===== config.mk =====
export PLATFORM = sky130hd
export DESIGN_NAME = spike_rate_encoder
export DESIGN_NICKNAME = d
export VERILOG_FILES = /design/src/rtl/spike_enc_pkg.sv /design/src/rtl/spike_sigma_delta.sv /design/src/rtl/spike_rate_encoder.sv
export SDC_FILE = /design/constraint.sdc
export NUM_CORES = 1
export LEC_CHECK = 0
export CAP_MARGIN = 20
export CORE_UTILIZATION = 58
export DETAILED_ROUTE_END_ITERATION = 7
export PLACE_DENSITY = 0.91
export SLEW_MARGIN = 10
export SYNTH_ARGS = -nofsm -noshare
export SYNTH_HDL_FRONTEND = slang
export SYNTH_SLANG_ARGS = --single-unit

===== constraint.sdc =====
create_clock -name clk -period 3.4 [get_ports clk]
set_clock_uncertainty 0.15 [all_clocks]
set_input_delay 0.51 -clock clk [delete_from_list [all_inputs] [get_ports clk]]
set_output_delay 0.51 -clock clk [all_outputs]
set_load 0.01 [all_outputs]

===== src/rtl/spike_enc_pkg.sv =====
// Shared types and constants for the spike rate encoder.
// Polarity support is controlled by the SPIKE_ENC_POLARITY_EN macro in spike_rate_encoder.
package spike_enc_pkg;

  localparam int SPIKE_DATA_W = 16;
  localparam int SPIKE_T_W    = 8;

  // Largest representable positive magnitude at the default width.
  localparam logic [SPIKE_DATA_W-1:0] MAG_MAX = {1'b0, {(SPIKE_DATA_W-1){1'b1}}};

  typedef enum logic [1:0] {
    IDLE = 2'd0,
    RUN  = 2'd1,
    DONE = 2'd2
  } enc_state_t;

endpackage


===== src/rtl/spike_sigma_delta.sv =====
// First-order sigma-delta core: holds the magnitude and the accumulator and
// produces one spike decision per step from the accumulator MSB.
module spike_sigma_delta
  import spike_enc_pkg::*;
#(
  parameter int DATA_W = SPIKE_DATA_W
) (
  input  logic              clk,
  input  logic              rstn,
  input  logic              load,
  input  logic [DATA_W-1:0] mag,
  input  logic              step,
  output logic              spike
);

  logic [DATA_W-1:0] mag_reg;
  logic [DATA_W-1:0] acc_reg;
  logic [DATA_W-1:0] sum;

  // acc stays below 2^(DATA_W-1) and mag is at most 2^(DATA_W-1)-1, so the
  // sum cannot wrap; its MSB is exactly the carry-out of the lower bits.
  assign sum   = acc_reg + mag_reg;
  assign spike = sum[DATA_W-1];

  always_ff @(posedge clk) begin
    if (!rstn) begin
      mag_reg <= '0;
      acc_reg <= '0;
    end else if (load) begin
      mag_reg <= mag;
      acc_reg <= '0;
    end else if (step) begin
      acc_reg <= {1'b0, sum[DATA_W-2:0]};
    end
  end

endmodule


===== src/rtl/spike_rate_encoder.sv =====
// Rate-codes one signed Q1.(DATA_W-1) activation into num_steps spike decisions.
// Define SPIKE_ENC_POLARITY_EN to encode negative values as inhibitory spikes.
module spike_rate_encoder
  import spike_enc_pkg::*;
#(
  parameter int DATA_W = SPIKE_DATA_W,
  parameter int T_W    = SPIKE_T_W
) (
  input  logic                     clk,
  input  logic                     rstn,
  input  logic                     in_valid,
  output logic                     in_ready,
  input  logic signed [DATA_W-1:0] in_value,
  input  logic        [T_W-1:0]    num_steps,
  input  logic                     step_en,
  output logic                     out_valid,
  output logic                     out_spike,
  output logic                     out_polarity,
  output logic                     out_last,
  output logic                     done,
  output logic                     busy
);

  localparam logic [DATA_W-1:0] MAG_SAT = {1'b0, {(DATA_W-1){1'b1}}};
  localparam logic [DATA_W-1:0] VAL_MIN = {1'b1, {(DATA_W-1){1'b0}}};

  enc_state_t        state_reg, state_next;
  logic [T_W-1:0]    cnt_reg, cnt_next;
  logic              sign_reg, sign_next;
  logic              out_valid_reg, out_valid_next;
  logic              out_spike_reg, out_spike_next;
  logic              out_polarity_reg, out_polarity_next;
  logic              out_last_reg, out_last_next;
  logic              done_reg, done_next;

  logic [DATA_W-1:0] mag_in;
  logic              sign_in;
  logic              sd_load;
  logic              sd_step;
  logic              sd_spike;

`ifdef SPIKE_ENC_POLARITY_EN
  always_comb begin
    sign_in = in_value[DATA_W-1];
    if ($unsigned(in_value) == VAL_MIN) begin
      mag_in = MAG_SAT;
    end else if (sign_in) begin
      mag_in = DATA_W'(-in_value);
    end else begin
      mag_in = $unsigned(in_value);
    end
  end
`else
  // Without polarity support, negative activations are silent.
  always_comb begin
    sign_in = 1'b0;
    mag_in  = in_value[DATA_W-1] ? '0 : $unsigned(in_value);
  end
`endif

  spike_sigma_delta #(
    .DATA_W(DATA_W)
  ) u_sigma_delta (
    .clk  (clk),
    .rstn (rstn),
    .load (sd_load),
    .mag  (mag_in),
    .step (sd_step),
    .spike(sd_spike)
  );

  always_comb begin
    state_next        = state_reg;
    cnt_next          = cnt_reg;
    sign_next         = sign_reg;
    out_valid_next    = 1'b0;
    out_spike_next    = 1'b0;
    out_polarity_next = 1'b0;
    out_last_next     = 1'b0;
    done_next         = 1'b0;
    sd_load           = 1'b0;
    sd_step           = 1'b0;
    unique case (state_reg)
      IDLE: begin
        if (in_valid) begin
          sd_load   = 1'b1;
          sign_next = sign_in;
          cnt_next  = num_steps;
          if (num_steps == '0) begin
            state_next = DONE;
            done_next  = 1'b1;
          end else begin
            state_next = RUN;
          end
        end
      end
      RUN: begin
        if (step_en) begin
          sd_step           = 1'b1;
          cnt_next          = cnt_reg - 1'b1;
          out_valid_next    = 1'b1;
          out_spike_next    = sd_spike;
          out_polarity_next = sd_spike & sign_reg;
          out_last_next     = (cnt_reg == T_W'(1));
          if (cnt_reg == T_W'(1)) begin
            state_next = DONE;
            done_next  = 1'b1;
          end
        end
      end
      DONE: begin
        state_next = IDLE;
      end
      default: begin
        state_next = IDLE;
      end
    endcase
  end

  always_ff @(posedge clk) begin
    if (!rstn) begin
      state_reg        <= IDLE;
      cnt_reg          <= '0;
      sign_reg         <= 1'b0;
      out_valid_reg    <= 1'b0;
      out_spike_reg    <= 1'b0;
      out_polarity_reg <= 1'b0;
      out_last_reg     <= 1'b0;
      done_reg         <= 1'b0;
    end else begin
      state_reg        <= state_next;
      cnt_reg          <= cnt_next;
      sign_reg         <= sign_next;
      out_valid_reg    <= out_valid_next;
      out_spike_reg    <= out_spike_next;
      out_polarity_reg <= out_polarity_next;
      out_last_reg     <= out_last_next;
      done_reg         <= done_next;
    end
  end

  assign in_ready     = (state_reg == IDLE);
  assign busy         = (state_reg != IDLE);
  assign out_valid    = out_valid_reg;
  assign out_spike    = out_spike_reg;
  assign out_polarity = out_polarity_reg;
  assign out_last     = out_last_reg;
  assign done         = done_reg;

endmodule

==> flow_summary.ini <==
[final_layout]
num_antenna_cells = 0
fin_util_pct = 74.3
fin_cells = 355
layout-drive-gt1-share_pct = 7.49
area_growth_syn_to_layout_pct = 18.4
nNetsFinal = 353
layout_common_cells = dfxtp_1, nand2_1, clkdlybuf4s50_1, a21oi_1, nor2_1
layout_commonest_cell = dfxtp_1

[placement]
dpl.cell_count = 348
portBuffers = 33
place_hpwl_um = 3840
dpl_worst_slack_ns = 0.864
gp_congestion = 0.890

[floorplan]
die_w_um = 66.1
rows = 22
ioPinCount = 35
design.core.area_um2 = 3800
die_area_um2 = 4370
initial_core_util_pct = 62.7
dieHeight_um = 66.1

[synthesis]
synth_nets = 321
synth_mux_area_share_pct = 0.893
synth_top_area_share_pct = 37.0
synth-edff-count = 0
yosys.area_share.adder_pct = 9.77
yosysTopAreaCell = dfxtp_1
ys_types = 50
syn_avg_cell_area_um2 = 8.66
async_flop_share_pct = 0
synth_ff_type = dfxtp_1
netlist_instances = 275
synthesis.area_um2 = 2380
synth_compound_area_share_pct = 25.9
synth_xor_area_share_pct = 4.04
ys_seq_area_share_pct = 37.0
ys_top_cells_by_area = dfxtp_1, ha_1, nand2_1
synth_top_family_by_area = compound AO/OA/AOI/OAI gates
synthSimpleGateAreaFrac_pct = 19.1
synth_warnings = 0
ys_seq_elements = 44

[sta]
setup_viol = 0
max_freq_ghz = 0.424
timing.slew.headroom_pct = 37.7
fin_ws_ns = 1.04
fin_tns_setup_ns = 0
hold_violations = 0
final.period_utilization_pct = 69.3
slew_viol_final = 0
finalCriticalPeriod_ns = 2.36
rsz0062_at_grt = no
worstMarginPinSlew_ns = 0.930

[min_path]
holdCritStartpoint = u_sigma_delta.acc_reg[5]$_SDFFE_PP0P_
min_to = u_sigma_delta.acc_reg[5]$_SDFFE_PP0P_
worstHoldPathCells = 2
hold_class = flop to flop

[detailed_routing]
viasPerCell = 5.94
dr.pass1.iters = 4
wire_per_inst_um = 14.7
drcViolationCount = 0
postRouteAntennaNets = 0
num_vias = 2110
wl_um = 5200
drtIter0Drc = 160

[clocking]
cts.clk_slew.worst_paths_ns = 0.08
cts_sinks = 44
ctsHtreeMaxLevel = 2
post_cts_buffers = 0
ctsHoldBuffers = 0
clk_latency_ns = 0.30
cts_tree = built
cts_root_buf = clkbuf_8
cts.path.max_buffers = 2
cts_resized = 0
cts_made_buffers = 5

[grt]
grt_max_degree = 16
grt_pass1_vias = 2018
antenna_found_initial = 0
grt_pass1_wl_um = 8870
overflow = 0
grt_usage_pct = 26.8

[power]
power_density_nw_per_um2 = 383
p_total_mw = 1.08
leakagePower_nw = 1.22
ir_drop_v = 0.000237

[worst_setup_path]
crit_path_start_kind = flop
cp_max_fo = 5
worst_setup_path_end_kind = flop
reg2reg_depth = 8
required_ns = 3.43
r2r_end = u_sigma_delta.acc_reg[12]$_SDFFE_PP0P_
rr_startpoint = u_sigma_delta.mag_reg[0]$_SDFFE_PN0P_
reg2reg_slack_ns = 1.04
cp.arrival_ns = 2.38
worstSetupPathType = flop to flop

[flow_run]
maxCapViolCount = 0

[status]
status = completed
## how the worst max path moves through the flow
| stage | from | to | slack [ns] | cells past startpoint |
|---|---|---|---|---|
| final | u_sigma_delta.mag_reg[0]$_SDFFE_PN0P_ | u_sigma_delta.acc_reg[12]$_SDFFE_PP0P_ | 1.04 | 8 |
| after global routing | u_sigma_delta.acc_reg[0]$_SDFFE_PP0P_ | u_sigma_delta.acc_reg[12]$_SDFFE_PP0P_ | 0.90 | 8 |
| after CTS | u_sigma_delta.acc_reg[0]$_SDFFE_PP0P_ | u_sigma_delta.acc_reg[12]$_SDFFE_PP0P_ | 1.03 | 8 |
| after detailed placement | rstn | u_sigma_delta.mag_reg[10]$_SDFFE_PN0P_ | 0.86 | 3 |
| after global placement | rstn | u_sigma_delta.mag_reg[3]$_SDFFE_PN0P_ | 0.91 | 3 |
| after floorplan | u_sigma_delta.acc_reg[0]$_SDFFE_PP0P_ | u_sigma_delta.acc_reg[12]$_SDFFE_PP0P_ | 1.24 | 8 |
## layer usage
| layer | vias to the layer above | GRT usage [%] | wire length [um] | part of all wire [%] |
|---|---|---|---|---|
| met5 | - | 0 | 0 | 0 |
| met4 | 0 | 6.38 | 49 | 0.94 |
| met3 | 7 | 5.00 | 206 | 4.0 |
| met2 | 49 | 49.2 | 2620 | 50 |
| met1 | 991 | 31.7 | 2320 | 45 |
| li1 | 1063 | - | - | - |
## layout make-up
type	count	area (um^2)
clock buffers	7	96.3
well taps	48	60.1
flip-flops and latches	44	881
multi-input cells	217	1430
repair buffers	34	338
fillers	300	977
inverters	5	18.8
## critical path, cell delays in order, from the launching register on
cell and delay (ns):
dfxtp_1 0.33, ha_1 0.20, fa_1 0.44, a211o_1 0.32, o211ai_1 0.12, a21oi_2 0.15
a41o_2 0.31, xnor2_1 0.13, o21ai_0 0.08
## report_power, final
| part | switching [mW] | leakage [nW] | internal [mW] |
|---|---|---|---|
| logic | 0.0916 | 0.812 | 0.0806 |
| clock network | 0.173 | 0.0503 | 0.181 |
| registers | 0.0184 | 0.358 | 0.536 |
| total | 0.283 | 1.22 | 0.798 |
## per-stage QoR
step                area, um^2  hold WS [ns]
floorplan                 2380         0.282
global placement          2730         0.290
detailed placement        2730         0.300
CTS                       2820         0.312
global route              2820         0.341
finish                    2820         0.315
## Yosys cell counts, drive strengths merged (2+ instances only)
library cell and instances:
ha 17, nand2 36, inv 5, and3 6, dfxtp 44, o211ai 3, a22o 15, o21ai 19
nand2b 4, xnor2 6, a21o 8, a22oi 2, nor2b 6, nor2 21, nor4 4, a211oi 3
a21oi 28, a31oi 4, a31o 2, xor2 5, clkbuf 3, a211o 2, nand3 4, and2 4
nor3 2, and4 2, buf 5
## cell families (layout without fill, tap and decap cells)
logic type	count (synthesis)	in the layout
xor gates and xnor gates	11	11
buffers and inverters	14	46
muxes	2	2
and+or+nand+nor	93	93
other	1	1
DFF	44	44
AOI/OAI and AO/OA	92	92
adders and majority gates	18	18
No activity file was read; power rests on OpenSTA's default activity.
